==> src/rtl/alu_arbiter.sv <==
// Two-requester front end for one shared 64-bit ALU, with a registered response slot.
// Round-robin grant on contention, one operation per cycle when the consumer keeps up.

module alu (
    input  logic [3:0]  i_ctl,
    input  logic [63:0] i_a,
    input  logic [63:0] i_b,
    output logic [63:0] o_result,
    output logic        o_zero
);

    always_comb begin
        o_result = '0;
        case (i_ctl)
            4'b0000: o_result = i_a & i_b;
            4'b0001: o_result = i_a | i_b;
            4'b0010: o_result = i_a + i_b;
            4'b0110: o_result = i_a - i_b;
            4'b0111: o_result = i_b;
            default: o_result = '0;
        endcase
    end

    assign o_zero = (o_result == '0);

endmodule

module alu_arbiter #(
    parameter int unsigned PRIO_INIT = 0
) (
    input  logic        clk,
    input  logic        reset,
    input  logic [1:0]  req_valid,
    output logic [1:0]  req_ready,
    input  logic [3:0]  req0_op,
    input  logic [3:0]  req1_op,
    input  logic [63:0] req0_a,
    input  logic [63:0] req0_b,
    input  logic [63:0] req1_a,
    input  logic [63:0] req1_b,
    output logic        rsp_valid,
    input  logic        rsp_ready,
    output logic        rsp_id,
    output logic [63:0] rsp_result,
    output logic        rsp_zero,
    output logic        rsp_err
);

    // last_served starts opposite the favoured requester so it wins the first tie.
    localparam logic LastInit = (PRIO_INIT == 0) ? 1'b1 : 1'b0;

    typedef enum logic {StEmpty, StFull} state_e;

    state_e      r_state;
    state_e      w_state_d;
    logic        r_last;
    logic        r_id;
    logic [63:0] r_result;
    logic        r_zero;
    logic        r_err;

    logic        w_can_accept;
    logic        w_grant;
    logic        w_accept;
    logic [3:0]  w_op;
    logic [63:0] w_a;
    logic [63:0] w_b;
    logic [63:0] w_alu_result;
    logic        w_alu_zero;
    logic        w_legal;

    // Grant uses only valids and history, keeping req_ready off the op/operand paths.
    assign w_can_accept = (r_state == StEmpty) || rsp_ready;
    assign w_grant      = (&req_valid) ? ~r_last : req_valid[1];
    assign w_accept     = w_can_accept && (|req_valid) && !reset;

    always_comb begin
        w_state_d = r_state;
        req_ready = 2'b00;
        if (w_accept) begin
            req_ready = w_grant ? 2'b10 : 2'b01;
        end
        unique case (r_state)
            StEmpty: if (w_accept) w_state_d = StFull;
            StFull:  if (rsp_ready && !w_accept) w_state_d = StEmpty;
            default: w_state_d = StEmpty;
        endcase
    end

    assign w_op = w_grant ? req1_op : req0_op;
    assign w_a  = w_grant ? req1_a  : req0_a;
    assign w_b  = w_grant ? req1_b  : req0_b;

    always_comb begin
        w_legal = 1'b0;
        case (w_op)
            4'b0000, 4'b0001, 4'b0010, 4'b0110, 4'b0111: w_legal = 1'b1;
            default: w_legal = 1'b0;
        endcase
    end

    alu u_alu (
        .i_ctl    (w_op),
        .i_a      (w_a),
        .i_b      (w_b),
        .o_result (w_alu_result),
        .o_zero   (w_alu_zero)
    );

    always_ff @(posedge clk or posedge reset) begin
        if (reset) begin
            r_state <= StEmpty;
        end else begin
            r_state <= w_state_d;
        end
    end

    always_ff @(posedge clk or posedge reset) begin
        if (reset) begin
            r_last   <= LastInit;
            r_id     <= 1'b0;
            r_result <= '0;
            r_zero   <= 1'b0;
            r_err    <= 1'b0;
        end else if (w_accept) begin
            r_last   <= w_grant;
            r_id     <= w_grant;
            r_result <= w_legal ? w_alu_result : 64'd0;
            r_zero   <= w_legal ? w_alu_zero : 1'b0;
            r_err    <= !w_legal;
        end
    end

    assign rsp_valid  = (r_state == StFull);
    assign rsp_id     = r_id;
    assign rsp_result = r_result;
    assign rsp_zero   = r_zero;
    assign rsp_err    = r_err;

endmodule

==> config.mk <==
export PLATFORM = sky130hd
export DESIGN_NAME = alu_arbiter
export DESIGN_NICKNAME = d
export VERILOG_FILES = /design/src/rtl/alu_arbiter.sv
export SDC_FILE = /design/constraint.sdc
export NUM_CORES = 1
export LEC_CHECK = 0
export ABC_CLOCK_PERIOD_IN_PS = 8500
export CORE_MARGIN = 4
export CORE_UTILIZATION = 52
export DETAILED_ROUTE_END_ITERATION = 10
export PLACE_DENSITY = 0.84
export SYNTH_ARGS = -nofsm -noshare
export SYNTH_HDL_FRONTEND = slang
export SYNTH_HIERARCHICAL = 1
export SYNTH_SLANG_ARGS = --single-unit
==> constraint.sdc <==
create_clock -name clk -period 8.5 [get_ports clk]
set_input_delay 0.85 -clock clk [delete_from_list [all_inputs] [get_ports clk]]
set_output_delay 0.85 -clock clk [all_outputs]
set_load 0.03 [all_outputs]
After elaboration in Yosys (flattened, before gate mapping)
Index checks and enable logic that the tools add are counted.
Operators by class
  add/subtract/negate cells: 2
  bitwise gates (word level): 4
  reduce and logical (&&, ||, !) cells: 12
  multiplexer cells: 13
  eq/ne operators: 4
Operators by type and width (number)
  $pmux W64 S5: 1
  $mux W64: 3
  $add A64 B64 Y64: 1
  $and A64 B64 Y64: 1
  $logic_not A64 Y1: 1
  $or A64 B64 Y64: 1
  $sub A64 B64 Y64: 1
  $eq A4 B3 Y1 const B: 2
  $mux W1: 5
  $reduce_or A5 Y1: 1
  $eq A4 B1 Y1 const B: 1
  $eq A4 B2 Y1 const B: 1
  $logic_not A4 Y1: 1
  $mux W2: 2
  $mux W4: 1
  $logic_and A1 B1 Y1: 3
  $logic_not A1 Y1: 3
  $not A1 Y1: 2
  $pmux W1 S2: 1
  $reduce_and A2 Y1: 1
  $reduce_or A2 Y1: 1
  $logic_or A1 B1 Y1: 1
Storage, ports and cells
  bits of input ports: 269
  bits in registers: 69
  output and inout port bits: 70

Logic depth before layout (Yosys ltp)
  depth in word-level cells: 8
  depth in mapped cells: 36
  gate-level depth less buffers: 31

Modules after synthesis
The synthesis kept the hierarchy.
By module, submodules not included
  alu: cells each 1190, instances 1, sequential area each 0.0 um^2, area an instance 8080.2 um^2
  alu_arbiter: cells each 758, instances 1, sequential area each 1727.9 um^2, area an instance 5067.4 um^2

Worst setup path after synthesis
OpenSTA, ideal clock, no wires.
  path type: input-to-reg
  from: input req_valid[1]
  to: register r_zero (netlist: rsp_zero)
  cell stages on the path: 35
  arrival time: 7.114 ns
  required time: 8.390 ns
  buffers on the path: 5
  library setup time: 0.110 ns
  path slack: 1.276 ns
  cell sequence: a21bo_2 buf_2 clkbuf_1 clkbuf_1 nand2_1 nand2_1 inv_1 ha_1 nand2b_1 nor3_1 nand2_1 or4_1 clkbuf_1 or3_1 nor3_2 nand2_1 nor4_2 nor2_1 xnor2_1 ha_1 clkbuf_1 inv_1 o21bai_1 a21o_1 o211ai_1 a32o_1 a211o_1 o21ai_1 a21oi_1 o21ai_0 a21oi_1 a311o_2 nor4_2 inv_1 o41ai_1
On the way
  word-level cells in the longest chain between the ends: 7
  elaborated cells on any way between the ends: 22
  classes of those cells: add/sub: 2; eq/ne: 4; mux: 7; bitwise: 2; reduce/logical: 7
Ends and longest elaborated chain
  start: declaration: line 33  | input logic [1:0] req_valid,
  $reduce_and A2 Y1: line 74  | assign w_grant = (&req_valid) ? ~r_last : req_valid[1];
  $mux W1 (*): line 74
  $mux W64 (*): line 92  | assign w_b = w_grant ? req1_b : req0_b;
  named net w_b[0]: line 67  | logic [63:0] w_b;
  $sub A64 B64 Y64 / $add A64 B64 Y64 (equally long branches): line 18, 17
  $pmux W64 S5 (*): line 14  | case (i_ctl)
  named net w_alu_result[62]: line 68  | logic [63:0] w_alu_result;
  $logic_not A64 Y1 (*): line 24  | assign o_zero = (o_result == '0);
  named net w_alu_zero: line 69  | logic w_alu_zero;
  $mux W1 (*): line 129  | r_zero <= w_legal ? w_alu_zero : 1'b0;
  end signal: assignment: line 129
  end: declaration: line 59  | logic r_zero;
The timed path passes the listed nets; every way through them passes the cells marked *.
A chain may end at the register's enable or synchronous reset.

Worst setup path in the final report
Ends and elaborated chain as after synthesis.

==> reports/qor.txt <==
Post-Syn Nets - 2284
Initial core utilization - 53.44%
Vias - 16020
Sw Pwr - 1550 uW
Critical path arrival - 7.94 ns
Power Dens Cells - 178.6 nW/um2
Distinct cell type count after synthesis - 102
Clock transition at path regs - 0.06 ns
Clock Tree Buf Depth - 2
Met3 usage - 4.361%
Largest net degree at the start of global routing - 70
RSZ-0062 raised after global routing - false
Post-Syn Area - 13150 um2
Layout cells sized above 1 - 6.486%
Post-route cell area - 16830 um2
Final Cycle Share - 90.71%
First-pass GRT wire length - 83070 um
Crit Path Class - in2reg
Row cnt - 57
Clk root buf - clkbuf_16
Max_cap viols - 0
Busiest grt layer - met2
CP required - 8.73 ns
Placed cell count - 2481
Detail Route Antenna Nets - 0
Wirelength per Cell - 21.47 um
Ports - 339
Final wirelength - 53640 um
Hold_buf cts - 0
Commonest non-fill, non-tap cells in the layout - nand2_1 (483), clkdlybuf4s50_1 (335), nor2_1 (108), a21oi_1 (95), inv_1 (94)
Post-synth EDFFs - 0
M2 GR Usage - 61.62%
Setup crit end - rsp_zero$_DFFE_PP0P_
Reg2reg setup slack - 1.12 ns
Placement Cell Area - 16480 um2
DRC viols - 0
Clock group share of total power - 12.5%
Die width - 167.0 um
Final cell count without fillers - 2498
Max IR drop VDD - 111.9 uV
Synth-to-Final Area Change - 28.02%
R2r startpoint - r_last$_DFFE_PP1P_
Setup Skew - 0.005766 ns
# diodes - 0
Die area - 27890 um2
First-pass detailed-route iteration total - 6
Post-Syn Instances - 1948
Syn_area_per_cell - 6.749 um2
FMAX - 0.1297 GHz
Fin. max-slew vios - 0
FF+latch count, synth - 69
CP startpoint - req_valid[1]
DP HPWL - 41390 um
Gpl congestion - 0.9716
Sw Ratio - 51.58%
Asr flop ratio synth - 100.0%
Worst slack, placed - 0.1511 ns
Clk_lat worst skew - 0.34 ns
Setup TNS - 0 ns
P_int - 1455 uW
Synth warn - 6
Final setup margin - 0.7895 ns
M1 GR Usage - 44.66%
Cts bufs inserted - 9
Outcome - finished, final reports clean
Setup crit end kind - flip-flop
Htree depth - 3
Flop pwr share - 13.8%
Rel. slew slack - 35.28%
Setup bufs post-CTS - 0
Setup-failing EPs final - 0
Critical Path Most Common Cell - nand2_1
Die height - 167.0 um
R2r worst-path depth - 28
Startpoint class of the critical path - input pin
Total gr overflow - 0
Crit Path Max Fanout - 46
Quantity of I/O buffers inserted on ports - 338
Final Util - 68.41%
Vias per Instance - 6.413
Most common cell after layout, fill and taps aside - nand2_1
Static leakage - 0.007275 uW
CTS tree - yes
Seq/Total Area, Yosys - 13.14%
Hold Vio Cnt, Final - 0
DR iter-0 viols - 1773
Tmin final - 7.710 ns
Worst-Margin Slew - 0.9651 ns
FF-to-FF End - rsp_zero$_DFFE_PP0P_
Core area - 24600 um2
Initial antenna violation count - 0
Number of global-route vias before repair - 15460
Layout net count - 2505
# clock sinks - 69
Min-delay worst type - reg2reg
Comb pwr share - 73.8%
Slowest library cell on the worst path - or4_1
Max incr delay on CP - 0.60 ns
Top FF cell, synth - dfrtp_1
Total Routing Usage GR - 35.91%
## metrics by stage
step	total power (uW)	hold slack (ns)
floorplan	1909	0.5398
global placement	2551	0.4600
detailed placement	2565	0.4896
CTS	2951	0.5012
global route	3203	0.5203
finish	3005	0.5017
## worst max-delay path, delay by kind of cell
family	cells	cell delay, ns
compound gates	9	2.55
xor+xnor	1	0.19
fa+ha+maj	1	0.35
buf+inv	3	0.56
simple gates	15	3.38
## sequential cells by signal, summed over array words and instances, names as in the netlist
| name | count |
|---|---|
| rsp_id | 1 |
| r_last | 1 |
| rsp_zero | 1 |
| rsp_result | 64 |
| rsp_valid | 1 |
| rsp_err | 1 |
## repair_timing
item                       in CTS  in global routing
setup endpoints to repair       0                  1
gates resized for setup         0                 11
hold endpoints to repair        0                  0
## routing by layer
| layer | up-vias | wire length [um] |
|---|---|---|
| met4 | 0 | 3035 |
| li1 | 7500 | - |
| met3 | 180 | 3910 |
| met2 | 833 | 25350 |
| met5 | - | 0 |
| met1 | 7507 | 21350 |
## cell usage after synthesis (35+ instances only)
master      n  area (um2)
a21oi_1    95       475.5
a22oi_1    61       457.9
clkbuf_1  108       405.4
dfrtp_1    68        1702
ha_1       66       825.8
inv_1      95       356.6
maj3_1     63       630.6
nand2_1   484        1817
nand4_1    35       219.0
nor2_1    110       412.9
o21ai_0    90       450.4
o31ai_1    84       630.6
o41ai_1    62       543.0
xnor2_1    56       490.5
xor2_1     46       402.9
## final cells by class
cell class	count	area, um2
well taps	324	405.4
flip-flops and latches	69	1728
inverters	95	356.6
repair buffers	379	3704
clock buffers	10	229.0
multi-input cells	1615	10340
fillers	2164	7774
clock inverters	6	63.81
## how the worst min path moves through the flow
stage	startpoint	to	slack (ns)	cells after the start
CTS	rsp_result[43]$_DFFE_PP0P_	rsp_result[43]$_DFFE_PP0P_	0.50	2
detailed placement	rsp_result[43]$_DFFE_PP0P_	rsp_result[43]$_DFFE_PP0P_	0.49	2
global placement	rsp_id$_DFFE_PP0P_	rsp_id$_DFFE_PP0P_	0.46	1
finish	rsp_result[3]$_DFFE_PP0P_	rsp_result[3]$_DFFE_PP0P_	0.50	2
floorplan	r_last$_DFFE_PP1P_	r_last$_DFFE_PP1P_	0.54	2
global route	rsp_result[47]$_DFFE_PP0P_	rsp_result[47]$_DFFE_PP0P_	0.52	2
## cells by family (layout without fill, tap and decap cells)
group                      Yosys count  after routing  synth area share, %
AOI/OAI and AO/OA                  592            593                32.67
xor gates and xnor gates           102            102                6.795
adders and majority gates          130            130                11.23
buffers and inverters              265            490                9.136
DFF                                 69             69                13.14
muxes                                3              3               0.2379
and+or+nand+nor                    787            787                26.79
## power by group through the flow
stage | Combinational (uW) | Sequential (uW) | Clock [uW]
final | 2220 | 415 | 374
after global placement | 2140 | 414 | 0
after CTS | 2160 | 411 | 376
after detailed placement | 2150 | 416 | 0
after floorplan | 1410 | 496 | 0
after global routing | 2390 | 418 | 392
Power figures use the tool's default switching activity.
